$ cat src/rtl/load_pkg.sv
// Shared encodings for the scalar load controller: funct3 codes, response causes,
// FSM states and the request legality check.
package load_pkg;

   localparam logic [2:0] F3_LB  = 3'b000;
   localparam logic [2:0] F3_LH  = 3'b001;
   localparam logic [2:0] F3_LW  = 3'b010;
   localparam logic [2:0] F3_LBU = 3'b100;
   localparam logic [2:0] F3_LHU = 3'b101;

   localparam logic [1:0] CAUSE_OK       = 2'd0;
   localparam logic [1:0] CAUSE_MISALIGN = 2'd1;
   localparam logic [1:0] CAUSE_TIMEOUT  = 2'd2;
   localparam logic [1:0] CAUSE_ILLEGAL  = 2'd3;

   typedef enum logic [1:0] {
      IDLE = 2'd0,
      REQ  = 2'd1,
      WAIT = 2'd2,
      RESP = 2'd3
   } state_t;

   // Illegal funct3 outranks misalignment.
   function automatic logic [1:0] req_check(input logic [2:0] f3, input logic [1:0] off);
      logic [1:0] cause;
      cause = CAUSE_OK;
      case (f3)
         F3_LB, F3_LBU: cause = CAUSE_OK;
         F3_LH, F3_LHU: cause = off[0] ? CAUSE_MISALIGN : CAUSE_OK;
         F3_LW:         cause = (off != 2'b00) ? CAUSE_MISALIGN : CAUSE_OK;
         default:       cause = CAUSE_ILLEGAL;
      endcase
      return cause;
   endfunction

endpackage

$ cat src/rtl/load_align_ext.sv
// Lane select and sign/zero extension of a read word for one load type.
module load_align_ext
   import load_pkg::*;
(
   input  logic [31:0] word_i,
   input  logic [1:0]  off_i,
   input  logic [2:0]  funct3_i,
   output logic [31:0] result_o
);

   logic [7:0]  byte_v;
   logic [15:0] half_v;

   always_comb begin
      byte_v   = word_i[{off_i, 3'b000} +: 8];
      half_v   = word_i[{off_i[1], 4'b0000} +: 16];
      result_o = '0;
      case (funct3_i)
         F3_LB:   result_o = {{24{byte_v[7]}}, byte_v};
         F3_LBU:  result_o = {24'h0, byte_v};
         F3_LH:   result_o = {{16{half_v[15]}}, half_v};
         F3_LHU:  result_o = {16'h0, half_v};
         F3_LW:   result_o = word_i;
         default: result_o = '0;
      endcase
   end

endmodule

$ cat src/rtl/load_unit_ctrl.sv
// One-outstanding scalar load sequencer: accepts a core load, performs a word
// read, and returns the extended result or an error cause.
module load_unit_ctrl
   import load_pkg::*;
#(
   parameter int TIMEOUT_CYC = 255,
   parameter int TW          = 16
) (
   input  logic        Clk,
   input  logic        Rst,
   input  logic        ReqValid,
   output logic        ReqReady,
   input  logic [31:0] ReqAddr,
   input  logic [2:0]  ReqFunct3,
   output logic        MemReq,
   output logic [31:0] MemAddr,
   input  logic        MemGnt,
   input  logic        MemRValid,
   input  logic [31:0] MemRData,
   output logic        RspValid,
   input  logic        RspReady,
   output logic [31:0] RspData,
   output logic [1:0]  RspCause
);

   state_t      state_q;
   logic [1:0]  off_q;
   logic [2:0]  funct3_q;
   logic [TW-1:0] timer_q;
   logic [TW-1:0] timer_d;
   logic [31:0] mem_addr_q;
   logic        rsp_valid_q;
   logic [31:0] rsp_data_q;
   logic [1:0]  rsp_cause_q;
   logic [1:0]  req_cause;
   logic [31:0] ext_data;
   logic        timeout_hit;

   load_align_ext u_align (
      .word_i   (MemRData),
      .off_i    (off_q),
      .funct3_i (funct3_q),
      .result_o (ext_data)
   );

   // Saturating so a long grant stall cannot wrap past the timeout compare.
   always_comb begin
      timer_d     = (timer_q == {TW{1'b1}}) ? timer_q : timer_q + 1'b1;
      req_cause   = req_check(ReqFunct3, ReqAddr[1:0]);
      timeout_hit = (timer_q >= TW'(TIMEOUT_CYC - 1));
   end

   assign ReqReady = (state_q == IDLE);
   assign MemReq   = (state_q == REQ);
   assign MemAddr  = mem_addr_q;
   assign RspValid = rsp_valid_q;
   assign RspData  = rsp_data_q;
   assign RspCause = rsp_cause_q;

   always_ff @(posedge Clk or posedge Rst) begin
      if (Rst) begin
         state_q     <= IDLE;
         off_q       <= '0;
         funct3_q    <= '0;
         timer_q     <= '0;
         mem_addr_q  <= '0;
         rsp_valid_q <= 1'b0;
         rsp_data_q  <= '0;
         rsp_cause_q <= CAUSE_OK;
      end else begin
         case (state_q)
            IDLE: begin
               if (ReqValid) begin
                  off_q      <= ReqAddr[1:0];
                  funct3_q   <= ReqFunct3;
                  timer_q    <= '0;
                  mem_addr_q <= {ReqAddr[31:2], 2'b00};
                  if (req_cause != CAUSE_OK) begin
                     rsp_valid_q <= 1'b1;
                     rsp_data_q  <= '0;
                     rsp_cause_q <= req_cause;
                     state_q     <= RESP;
                  end else begin
                     state_q <= REQ;
                  end
               end
            end
            REQ: begin
               timer_q <= timer_d;
               if (MemGnt) begin
                  state_q <= WAIT;
               end
            end
            WAIT: begin
               timer_q <= timer_d;
               if (MemRValid) begin
                  rsp_valid_q <= 1'b1;
                  rsp_data_q  <= ext_data;
                  rsp_cause_q <= CAUSE_OK;
                  state_q     <= RESP;
               end else if (timeout_hit) begin
                  rsp_valid_q <= 1'b1;
                  rsp_data_q  <= '0;
                  rsp_cause_q <= CAUSE_TIMEOUT;
                  state_q     <= RESP;
               end
            end
            RESP: begin
               if (RspReady) begin
                  rsp_valid_q <= 1'b0;
                  state_q     <= IDLE;
               end
            end
            default: state_q <= IDLE;
         endcase
      end
   end

endmodule

$ cat config.mk
export PLATFORM = sky130hd
export DESIGN_NAME = load_unit_ctrl
export DESIGN_NICKNAME = d
export VERILOG_FILES = /design/src/rtl/load_pkg.sv /design/src/rtl/load_align_ext.sv /design/src/rtl/load_unit_ctrl.sv
export SDC_FILE = /design/constraint.sdc
export NUM_CORES = 1
export LEC_CHECK = 0
export ABC_AREA = 1
export CORE_MARGIN = 1.5
export CORE_UTILIZATION = 50
export CTS_BUF_LIST = sky130_fd_sc_hd__clkbuf_4 sky130_fd_sc_hd__clkbuf_8
export CTS_CLUSTER_DIAMETER = 80
export CTS_CLUSTER_SIZE = 10
export DETAILED_ROUTE_END_ITERATION = 8
export GPL_TIMING_DRIVEN = 0
export PLACE_DENSITY_LB_ADDON = 0.08
export SLEW_MARGIN = 20
export SYNTH_ARGS = -nofsm -noshare
export SYNTH_HDL_FRONTEND = slang
export SYNTH_SLANG_ARGS = --single-unit
$ cat constraint.sdc
create_clock -name Clk -period 3.3 [get_ports Clk]
set_clock_uncertainty 0.1 [all_clocks]
set_input_delay 0.495 -clock Clk [delete_from_list [all_inputs] [get_ports Clk]]
set_output_delay 0.495 -clock Clk [all_outputs]
set_load 0.05 [all_outputs]
==> run summary <==
Setup crit end kind: output pin
Post-CTS Setup Bufs: 0
Io pins: 142
Total GRT Usage: 25.5%
Antenna violations before repair: 0
Iter 0 DRT Violations: 206
Synth warnings: 0
Gp weighted congestion: 0.922
Final min period: 2.70 ns
Area after DPL: 0.00664 mm2
Post-synth ARST share: 100%
Gr ovfl total: 0
Final WL: 13300 um
CP Class: register to output pin
Clock Sinks: 88
Final core occ: 69.8%
Ant diodes: 0
FMAX: 370 MHz
CTS tree: done
Fraction of layout instances using a drive strength above 1: 11.0%
CTS HTree Levels: 3
Via/cell ratio: 5.03
Unrepaired setup endpoints after global routing: false
Post-synth EDFFs: 0
Vias: 4764
Vias in the first global route: 4475
Compound-cell area share of the yosys netlist: 7.91%
Largest net degree at the start of global routing: 57
Total power: 6.17 mW
Worst EP arrival: 2.11 ns
Most common cell after layout, fill and taps aside: nand2_1
Mux cell area share after synthesis: 6.69%
DP Wirelength: 10200 um
Row count: 36
Peak VDD IR: 651 uV
CTS Buf Count: 9
Die height: 103 um
First-pass GRT wire length: 21100 um
Post-Synth Simple-Gate Area: 30.6%
Design Area, Final: 0.00683 mm2
Main combinational cell family by area after synthesis: simple AND/OR/NAND/NOR gates
Max clock buf depth: 2
Fin crit share: 81.9%
Sequential area share after synthesis: 43.6%
Worst EP required: 2.70 ns
Syn Area/Cell: 7.67 um2
Die W: 103 um
Total Die Area: 0.0107 mm2
CP Max Fanout: 8
Layout overhead on the synthesized area: 35.2%
Worst-path clk slew: 0.09 ns
Slew HR: 41.1%
Post-synthesis cell area: 0.00505 mm2
Leakage power: 3.21 nW
CORE AREA: 0.00977 mm2
Max Cap Viol: 0
Setup TNS: 0 ns
Endpoints failing setup: 0
Wire length per cell: 14.0 um
Hold buffers post-CTS: 0
Power Density: 904 mW/mm2
Synth cell types: 36
Syn Inst Count: 658
Yosys reg bits: 88
Worst-Margin Slew: 0.877 ns
Remaining DRCs: 0
Input/output buffers: 139
Status: finished, final reports clean
Post-CTS sizing: 0
Final ANT Viol Nets: 0
Fin. Hold Viols: 0
Most frequent cells in the layout: nand2_1, clkdlybuf4s50_1, dfrtp_1, nor2_1, inv_1
Hold crit path type: input port to async pin
Drt pass-1 iters: 5
Worst Setup Start Kind: register
Worst skew pair latency: 0.37 ns
Post-Synth XOR/XNOR Area: 0.867%
Top_reg_cell synth: dfrtp_1
Final worst hold slack: 0.391 ns
Nets: 889
Initial core utilization: 51.7%
Synth Area in Adders: 1.49%
Pins over their slew limit: 0
Root Driver: clkbuf_8
[cells by family (layout without fill, tap and decap cells)]
family | count (synthesis) | after routing
XOR/XNOR | 5 | 5
multiplexers | 30 | 30
AND/OR/NAND/NOR | 369 | 369
other | 1 | 2
buffers and inverters | 88 | 244
AO/OA/AOI/OAI | 71 | 71
flip-flops | 88 | 88
adder cells (fa/ha/maj) | 6 | 6
[worst paths after layout]
check / startpoint / to / slack [ns] / cells past startpoint
setup reg to reg: state_q[0] / RspData[1] / 0.96 / 10
hold / removal: Rst / MemAddr[14] / 0.39 / 2
hold reg to reg: RspData[9] / RspData[9] / 0.39 / 2
min in group Clk: RspData[9] / RspData[9] / 0.39 / 2
setup / recovery: state_q[0] / ReqReady / 0.60 / 3
max in group asynchronous: Rst / RspData[5] / 2.09 / 3
[stage by stage]
stage | setup WS (ns) | std cells
floorplan | 0.426 | 659
global placement | -0.950 | 931
detailed placement | 0.833 | 932
CTS | 0.584 | 948
global route | 0.506 | 948
finish | 0.599 | 948
[flip-flops by register name, summed over array words and instances (netlist names)]
register  flops
funct3_q      3
RspValid      1
RspCause      2
state_q       2
RspData      32
timer_q      16
MemAddr      30
off_q         2
[report_power, final]
group | internal, mW | switching [mW]
registers | 1.41 | 0.201
logic | 1.33 | 2.51
clock network | 0.308 | 0.419
[synth_stat cells (2+ instances only)]
cell type | n | share of area (%)
nand2_1 | 240 | 18
dfrtp_1 | 88 | 44
nor2_1 | 69 | 5.1
inv_1 | 58 | 4.3
nand3_1 | 38 | 3.8
o21ai_1 | 33 | 3.3
mux2_2 | 30 | 6.7
o21ai_0 | 23 | 2.3
buf_2 | 9 | 0.89
buf_6 | 9 | 2.0
ha_1 | 6 | 1.5
nand4_1 | 6 | 0.74
clkbuf_1 | 5 | 0.37
o21ai_2 | 5 | 0.87
xor2_1 | 5 | 0.87
o21bai_1 | 4 | 0.59
a21oi_1 | 3 | 0.30
buf_4 | 2 | 0.30
clkbuf_8 | 2 | 0.55
nand2_2 | 2 | 0.25
nand3b_1 | 2 | 0.30
nor2_2 | 2 | 0.25
nor2_8 | 2 | 0.79
nor3_1 | 2 | 0.20
or2_2 | 2 | 0.25
[per-layer routing]
metal / routed length, um / vias up / global-route usage (%)
li1: - / 2372 / -
met1: 5880 / 2221 / 34.2
met2: 6280 / 151 / 41.1
met3: 892 / 20 / 4.44
met4: 211 / 0 / 10.4
met5: 0 / - / 0
[area by class of cell]
| class | instances | area (um2) |
|---|---|---|
| Clock inverter | 5 | 41.3 |
| Sequential cell | 88 | 2200 |
| Clock buffer | 11 | 145 |
| Fill cell | 819 | 2950 |
| Tap cell | 133 | 166 |
| Timing Repair Buffer | 140 | 1420 |
| Buffer | 28 | 215 |
| Inverter | 60 | 228 |
| Multi-Input combinational cell | 483 | 2410 |
[critical path, stage by stage, from the launching register on]
cell and delay [ns]:
dfrtp_1 0.43, inv_1 0.10, ha_1 0.33, clkdlybuf4s50_1 0.87
Power figures use the tool's default switching activity.
